$ cat src/rtl/adc_spi_rx_if.sv
// adc_spi_rx_if -- signal bundle between the ADC serial receiver and its
// surroundings.
//   Enable    : permits new conversion starts
//   SDATA     : serial data from the ADC, MSB first
//   CS        : ADC chip select, active-low
//   SCLK      : ADC serial clock, idles high
//   Dato_ADC  : last complete 16-bit frame
//   Listo     : one-cycle pulse marking a new Dato_ADC value
//   Frame_err : one-cycle pulse with Listo when the protocol bits are nonzero
// master : receiver side (drives CS/SCLK and the result outputs)
// slave  : ADC/system side (drives Enable and SDATA)
interface adc_spi_rx_if;
  logic        Enable;
  logic        SDATA;
  logic        CS;
  logic        SCLK;
  logic [15:0] Dato_ADC;
  logic        Listo;
  logic        Frame_err;

  modport master (
    input  Enable,
    input  SDATA,
    output CS,
    output SCLK,
    output Dato_ADC,
    output Listo,
    output Frame_err
  );

  modport slave (
    output Enable,
    output SDATA,
    input  CS,
    input  SCLK,
    input  Dato_ADC,
    input  Listo,
    input  Frame_err
  );
endinterface

$ cat src/rtl/adc_spi_rx.sv
// adc_spi_rx -- periodic 16-bit serial capture from an ADC.
// A free-running sample timer issues a tick every SAMPLE_PERIOD cycles; on a
// tick with Enable high the receiver lowers CS, clocks 16 bits in on SCLK
// rising edges and presents the frame on Dato_ADC with a Listo pulse.
// Ports:
//   CLK   : system clock, rising-edge
//   Reset : asynchronous active-low reset
//   bus   : adc_spi_rx_if.master (Enable, SDATA, CS, SCLK, Dato_ADC, Listo,
//           Frame_err)
//
// state | meaning
// IDLE  | CS high, SCLK high, waiting for an enabled tick
// SETUP | CS low, SCLK high for CLK_DIV cycles
// SHIFT | CS low, SCLK toggling; 16 rising edges sample SDATA
// DONE  | CS high, result loaded, Listo (and maybe Frame_err) high
module adc_spi_rx #(
  parameter int CLK_DIV       = 3,
  parameter int SAMPLE_PERIOD = 2500
) (
  input  logic         CLK,
  input  logic         Reset,
  adc_spi_rx_if.master bus
);

  localparam int CW = (SAMPLE_PERIOD > 1) ? $clog2(SAMPLE_PERIOD) : 1;
  localparam int DW = (CLK_DIV > 1) ? $clog2(CLK_DIV) : 1;
  localparam logic [CW-1:0] CNT_LAST = CW'(SAMPLE_PERIOD - 1);
  localparam logic [DW-1:0] DIV_LOAD = DW'(CLK_DIV - 1);

  typedef enum logic [1:0] {
    IDLE  = 2'd0,
    SETUP = 2'd1,
    SHIFT = 2'd2,
    DONE  = 2'd3
  } state_t;

  state_t        state_q, state_d;
  logic [CW-1:0] cnt_q;
  logic          tick;
  logic [DW-1:0] div_q, div_d;
  logic [4:0]    tog_q, tog_d;
  logic          sclk_q, sclk_d;
  logic          cs_q, cs_d;
  logic [15:0]   shift_q, shift_d;
  logic [15:0]   dato_q, dato_d;
  logic          listo_q, listo_d;
  logic          ferr_q, ferr_d;

  // Sample timer: free-running, independent of Enable and the FSM.
  always_ff @(posedge CLK or negedge Reset) begin
    if (!Reset) begin
      cnt_q <= '0;
    end else if (cnt_q == CNT_LAST) begin
      cnt_q <= '0;
    end else begin
      cnt_q <= cnt_q + 1'b1;
    end
  end

  assign tick = (cnt_q == '0);

  always_ff @(posedge CLK or negedge Reset) begin
    if (!Reset) begin
      state_q <= IDLE;
      div_q   <= '0;
      tog_q   <= '0;
      sclk_q  <= 1'b1;
      cs_q    <= 1'b1;
      shift_q <= '0;
      dato_q  <= '0;
      listo_q <= 1'b0;
      ferr_q  <= 1'b0;
    end else begin
      state_q <= state_d;
      div_q   <= div_d;
      tog_q   <= tog_d;
      sclk_q  <= sclk_d;
      cs_q    <= cs_d;
      shift_q <= shift_d;
      dato_q  <= dato_d;
      listo_q <= listo_d;
      ferr_q  <= ferr_d;
    end
  end

  // SHIFT spends 32 half-periods of CLK_DIV cycles each. SCLK enters SHIFT
  // high and its first toggle takes it low, so every period is low-then-high
  // and the 32nd toggle is the 16th rising edge. That edge samples the last
  // bit and leaves for DONE with SCLK high, giving a tick-to-Listo latency of
  // 33*CLK_DIV+1 cycles.
  always_comb begin
    state_d = state_q;
    div_d   = div_q;
    tog_d   = tog_q;
    sclk_d  = sclk_q;
    shift_d = shift_q;
    dato_d  = dato_q;

    case (state_q)
      IDLE: begin
        sclk_d = 1'b1;
        if (tick && bus.Enable) begin
          state_d = SETUP;
          div_d   = DIV_LOAD;
        end
      end
      SETUP: begin
        if (div_q == '0) begin
          state_d = SHIFT;
          div_d   = DIV_LOAD;
          tog_d   = '0;
        end else begin
          div_d = div_q - 1'b1;
        end
      end
      SHIFT: begin
        if (div_q == '0) begin
          div_d  = DIV_LOAD;
          tog_d  = tog_q + 1'b1;
          sclk_d = ~sclk_q;
          // SCLK currently low means this toggle is a rising edge.
          if (!sclk_q) begin
            shift_d = {shift_q[14:0], bus.SDATA};
          end
          if (tog_q == 5'd31) begin
            state_d = DONE;
            dato_d  = {shift_q[14:0], bus.SDATA};
          end
        end else begin
          div_d = div_q - 1'b1;
        end
      end
      DONE: begin
        state_d = IDLE;
      end
      default: begin
        state_d = IDLE;
      end
    endcase

    // Registered outputs are derived from the next state so they line up
    // with the state they describe.
    cs_d    = !((state_d == SETUP) || (state_d == SHIFT));
    listo_d = (state_d == DONE);
    ferr_d  = (state_d == DONE) && (dato_d[15:12] != 4'b0000);
  end

  assign bus.CS        = cs_q;
  assign bus.SCLK      = sclk_q;
  assign bus.Dato_ADC  = dato_q;
  assign bus.Listo     = listo_q;
  assign bus.Frame_err = ferr_q;

endmodule

$ cat src/flat_wrapper.sv
// flat-port wrapper written by rule: the top's interface ports become plain ports
module adc_spi_rx_flat 
#(
  parameter int CLK_DIV       = 3,
  parameter int SAMPLE_PERIOD = 2500
)
  (CLK, Reset, bus_Enable, bus_SDATA, bus_CS, bus_SCLK, bus_Dato_ADC, bus_Listo, bus_Frame_err);
  adc_spi_rx_if bus_i ();
  input  logic CLK;
  input  logic Reset;
  input wire logic [$bits(bus_i.Enable)-1:0] bus_Enable;
  input wire logic [$bits(bus_i.SDATA)-1:0] bus_SDATA;
  output wire logic [$bits(bus_i.CS)-1:0] bus_CS;
  output wire logic [$bits(bus_i.SCLK)-1:0] bus_SCLK;
  output wire logic [$bits(bus_i.Dato_ADC)-1:0] bus_Dato_ADC;
  output wire logic [$bits(bus_i.Listo)-1:0] bus_Listo;
  output wire logic [$bits(bus_i.Frame_err)-1:0] bus_Frame_err;
  assign bus_i.Enable = bus_Enable;
  assign bus_i.SDATA = bus_SDATA;
  assign bus_CS = bus_i.CS;
  assign bus_SCLK = bus_i.SCLK;
  assign bus_Dato_ADC = bus_i.Dato_ADC;
  assign bus_Listo = bus_i.Listo;
  assign bus_Frame_err = bus_i.Frame_err;
  adc_spi_rx #(.CLK_DIV(CLK_DIV), .SAMPLE_PERIOD(SAMPLE_PERIOD)) u_core (.CLK(CLK), .Reset(Reset), .bus(bus_i));
endmodule
$ cat config.mk
export PLATFORM = sky130hd
export DESIGN_NAME = adc_spi_rx_flat
export DESIGN_NICKNAME = d
export VERILOG_FILES = /design/src/rtl/adc_spi_rx_if.sv /design/src/rtl/adc_spi_rx.sv /design/src/flat_wrapper.sv
export SDC_FILE = /design/constraint.sdc
export NUM_CORES = 1
export LEC_CHECK = 0
export ABC_CLOCK_PERIOD_IN_PS = 1800
export CORE_MARGIN = 10
export CORE_UTILIZATION = 35
export CTS_BUF_LIST = sky130_fd_sc_hd__clkbuf_16
export DETAILED_ROUTE_END_ITERATION = 16
export GPL_ROUTABILITY_DRIVEN = 1
export GPL_TIMING_DRIVEN = 1
export SLEW_MARGIN = 20
export SYNTH_ARGS = -nofsm -noshare
export SYNTH_HDL_FRONTEND = slang
export SYNTH_SLANG_ARGS = --single-unit
$ cat constraint.sdc
create_clock -name CLK -period 1.8 [get_ports CLK]
set_input_delay 0.18 -clock CLK [delete_from_list [all_inputs] [get_ports CLK]]
set_output_delay 0.18 -clock CLK [all_outputs]
set_load 0.1 [all_outputs]
==> metrics.csv, run 1 <==
metric,value,unit
core-area,6907,µm²
clock_latency,0.29,ns
layout_common_cells,"dfrtp_1, buf_4, mux2_2",
rrSetupSlack,0.05,ns
max-slew-margin-rel,61.92,%
first_iter_violations,41,
cts_tree,yes,
antenna_found_initial,0,
fillers,652,
required,2.04,ns
layout_commonest_cell,dfrtp_1,
cp-start-kind,flop,
critical_path.max_stage_delay,0.36,ns
place_congestion,0.8091,
vias,1520,
max_freq,0.5725,GHz
grt_max_degree,57,
cts-root-buf,clkbuf_16,
status,finished clean,
layout_worst_path_cycle_share,97.03,%
pre_cts_slack,-0.006486,ns
syn_avg_cell_area,13.31,µm²
powerDensity,730.3,nW/µm²
netlist_area,2515,µm²
grt.overflow.total,0,
io_pins,24,
ir_worst_vdd,0.4745,mV
hpwl,3.025,mm
drc,0,
crit_path_cell_trace,ha_2 > and3_4 > ha_4 > nand3_4 > o2bb2a_4 > nor2_1 > a31oi_1 > ha_2 > inv_1,
min_period,1.747,ns
nets,244,
diodes,0,
layout-drive-gt1-share,39.57,%
min_path_type,input pin to asynchronous set/reset pin,
start_util,36.41,%
numClockSinks,56,
clock_skew,0.004510,ns
clock_path_buffers,2,
grt_pass1_wl,7.521,mm
io_buffers,23,
p_leak,1.556,nW
drv_cap,0,
route.antenna.remaining_nets,0,
cts.clk_slew.worst_paths,0.07,ns
regArea,1404,µm²
cp_common_cell,ha_2,
die_x,104.8,µm
vias_per_cell,4.663,
wl_per_cell,13.18,µm
first_pass_iters,4,
finalPower,2.277,mW
drv_slew,0,
slowest_stage,dfrtp_1,
dieArea,10980,µm²
dieHeight,104.8,µm
setup_ws,0.05340,ns
timing.final.setup_violations,0,
cp_max_fo,3,
cts_made_buffers,5,
num_rows,30,
syn2layout_area_growth,23.98,%
yosysSeqAreaShare,55.82,%
grtUsageTotal,8.056,%
criticalPathCategory,flop to flop,
arrival,1.98,ns
synth_fp_nets,204,
rsz0062_at_grt,true,
grt_pass1_vias,1606,
multi_input_area,1061,µm²
ys_ff_latch,56,
cp-end-kind,flop,
finalHoldViolations,0,
tightestPinTransition,0.5653,ns
synth.distinct_cells,39,
h-tree-depth,2,
synthCells,189,
drt-total-wl,4.296,mm
yosysWarnings,0,
[worst max-delay path: cells and delay by family (launching register included)]
family	cells	cell delay [ns]
AND/OR/NAND/NOR	3	0.27
buffers and inverters	1	0.05
AO/OA/AOI/OAI	2	0.39
flip-flops	1	0.36
adder cells (fa/ha/maj)	3	0.63
[sequential cells by signal, summed over array words and instances, names as in the netlist]
signal / count
u_core.bus.Listo: 1
u_core.bus.SCLK: 1
u_core.tog_q: 5
u_core.shift_q: 15
u_core.bus.CS: 1
u_core.state_q: 2
u_core.div_q: 2
u_core.bus.Dato_ADC: 16
u_core.cnt_q: 12
u_core.bus.Frame_err: 1
[cells in the mapped netlist (all sizes together)]
cell	n	area share, %
mux2	31	15
xnor2	9	3.1
nor3	5	1.2
dfrtp	54	54
nor2b	3	0.75
a31oi	1	0.25
clkbuf	1	0.15
inv	10	1.5
ha	11	5.5
o21ai	3	0.60
nor2	12	1.8
a32o	3	1.2
a22o	2	0.70
or4	1	0.30
a32oi	1	0.35
buf	5	2.3
and3	1	0.25
o211a	1	0.40
mux2i	1	0.40
o2bb2a	1	0.40
nor4b	1	0.35
a21oi	1	0.20
o21bai	2	0.60
nor4	3	0.99
nand2	9	1.4
nand3	7	1.8
a22oi	1	0.30
nand4	3	0.75
a21o	1	0.30
xor2	2	0.70
dfstp	2	2.1
or2	1	0.25
[power by group]
part	internal [mW]	total (mW)	switching, mW
Combinational	0.0143	0.0490	0.0347
Clock	0.521	0.967	0.446
Sequential	1.26	1.26	0.00142
Total	1.80	2.28	0.482
[layout make-up]
cell class	count	share of cell area, %
Timing Repair Buffer	39	11.16
Multi-Input combinational cell	117	34.03
Tap cell	96	3.852
Sequential cell	56	45.02
Inverter	10	1.204
Clock inverter	3	0.7223
Clock buffer	5	4.013
[per-layer routing]
metal  track usage [%]  vias to the layer above  routed length [µm]
met2             12.90                       23                1956
met1             10.06                      743                2133
met4             2.941                        0                  45
met3             2.334                        5                 160
met5                 0                        -                   0
li1                  -                      749                   -
[through the flow]
| stage | hold slack [ns] | util (%) | cells | setup TNS, ns | instance area, µm² |
|---|---|---|---|---|---|
| 2_1_floorplan | -0.1156 | - | 189 | -0.0008783 | 2555 |
| 3_3_place_gp | 0.2023 | 42.50 | 315 | 0 | 2935 |
| 3_5_place_dp | 0.2017 | 42.50 | 315 | -0.007325 | 2935 |
| 4_1_cts | 0.4221 | 44.78 | 324 | 0 | 3093 |
| 5_1_grt | 0.4434 | 45.14 | 326 | -0.07434 | 3118 |
| 6_report | 0.4110 | 45.14 | 326 | 0 | 3118 |
[worst paths after layout]
path                       depth (start not counted)             from           endpoint
setup / recovery                                   9  u_core.tog_q[0]      u_core.bus.CS
hold / removal                                     3            Reset  u_core.shift_q[2]
setup reg to reg                                   9  u_core.tog_q[0]      u_core.bus.CS
hold reg to reg                                    1  u_core.div_q[0]    u_core.div_q[0]
max in group asynchronous                          3            Reset    u_core.bus.SCLK
min in group CLK                                   1  u_core.div_q[0]    u_core.div_q[0]
[timing repair]
| item | in CTS | in global routing |
|---|---|---|
| setup buffers | 0 | 2 |
| endpoints found under the setup margin | 0 | 11 |
| hold buffers | 1 | 0 |
| hold endpoints to repair | 54 | 0 |
| resized for setup | 0 | 4 |
[kinds of logic (layout without fill, tap and decap cells)]
family / count (synthesis) / count (layout) / share of synthesized area [%]
flops: 56 / 56 / 55.82
buf+inv: 16 / 57 / 3.980
mux: 32 / 32 / 15.77
simple gates: 46 / 46 / 9.851
xor+xnor: 11 / 11 / 3.831
fa+ha+maj: 11 / 11 / 5.473
compound gates: 17 / 17 / 5.274
(Power assumes the default switching activity.)
==> run 2, diff against run 1 <==
Settings changed: CORE_ASPECT_RATIO set to 1.25.
==> metrics.csv, run 2 (synthesized netlist as in run 1, its figures left out) <==
metric,value,unit
required,1.97,ns
num_rows,34,
io_pins,24,
p_leak,1.572,nW
largest_register_ffs,16,
cts_made_buffers,5,
grt_max_degree,36,
cp-end-kind,flop,
dpl.cell_count,310,
rrSetupSlack,0.08,ns
cts-root-buf,clkbuf_16,
drv_slew,0,
hpwl,3.154,mm
cts_tree,yes,
grt_pass1_wl,7.410,mm
cp_max_fo,18,
vias_per_cell,4.774,
clock_path_buffers,2,
cp-start-kind,flop,
grt_pass1_vias,1590,
min_period,1.719,ns
drc,0,
placed_area,2935,µm²
rsz0062_at_grt,false,
drv_cap,0,
numClockSinks,56,
fin_cells,323,
syn2layout_area_growth,25.72,%
h-tree-depth,2,
arrival,1.89,ns
r2r_end,u_core.bus.Dato_ADC[2],
fin_tns_setup,0,ns
grt.overflow.total,0,
layout_worst_path_cycle_share,95.49,%
r2r_start,u_core.tog_q[1],
clock_latency,0.29,ns
drt-total-wl,4.279,mm
die_x,95.82,µm
place_congestion,0.8031,
status,finished clean,
timing.final.setup_violations,0,
nets,247,
wl_per_cell,13.25,µm
grtUsageTotal,8.256,%
final_area,3162,µm²
finalHoldViolations,0,
layout_commonest_cell,dfrtp_1,
cts.clk_slew.worst_paths,0.07,ns
tightestPinTransition,0.5116,ns
clock_skew,0.007559,ns
layout-drive-gt1-share,40.77,%
ir_worst_vdd,0.4243,mV
vias,1542,
finalPower,2.242,mW
dieHeight,114.8,µm
route.antenna.remaining_nets,0,
io_buffers,23,
first_pass_iters,4,
dieArea,11000,µm²
r2r_cells,6,
antenna_found_initial,0,
min_path_type,input pin to asynchronous set/reset pin,
final_util,45.32,%
powerDensity,709.1,nW/µm²
first_iter_violations,85,
max-slew-margin-rel,65.89,%
start_util,36.05,%
layout_common_cells,"dfrtp_1, buf_4, mux2_2",
diodes,0,
criticalPathCategory,flop to flop,
core-area,6977,µm²
max_freq,0.5818,GHz
run 2: critical path: stages (launching register included):
cell and delay [ns]:
dfrtp_1 0.39, ha_2 0.19, and3_4 0.18, ha_4 0.15, nand3_4 0.05, buf_4 0.26
mux2_2 0.37
run 2: final cells by class:
type                    count  area [µm²]
repair buffers             42       370.4
flip-flops and latches     56        1404
fillers                   647        3815
inverters                  10       37.54
clock buffers               5       125.1
clock inverters             3       17.52
well taps                  90       112.6
multi-input cells         117        1095
run 2: metal layers:
layer	up-vias	routed length (µm)	track usage (%)
met2	16	2201	13.53
met1	770	1851	9.740
li1	752	-	-
met3	4	193	2.870
met4	0	32	2.956
met5	-	0	0
run 2: repair_timing:
item | in CTS | in global routing
hold buffers | 1 | 0
endpoints found under the hold margin | 20 | 0
setup buffers | 3 | 1
endpoints found under the setup margin | 2 | 12
pin swaps | 1 | 3
gates resized for setup | 1 | 8
gates cloned | 0 | 0
run 2: worst max path at each step:
stage,from,to,slack [ns]
finish,u_core.tog_q[1],u_core.bus.Dato_ADC[2],0.08
global route,u_core.tog_q[1],u_core.bus.Frame_err,0.008
CTS,u_core.tog_q[1],u_core.bus.Frame_err,0.005
detailed placement,u_core.tog_q[1],u_core.bus.Frame_err,0.004
global placement,bus_Enable,u_core.bus.CS,0.04
floorplan,u_core.tog_q[0],u_core.bus.CS,-0.0009
run 2: through the flow:
step	hold slack [ns]	setup slack, ns
6_report	0.4016	0.08114
5_1_grt	0.4430	0.007807
4_1_cts	0.4063	0.004813
3_5_place_dp	0.1810	0.003985
3_3_place_gp	0.1824	0.03598
2_1_floorplan	-0.1156	-0.0008783
run 2: report_power, final:
part / internal (mW) / switching [mW] / total, mW
Sequential: 1.26 / 0.00120 / 1.26
Combinational: 0.0141 / 0.0349 / 0.0490
Clock: 0.514 / 0.418 / 0.932
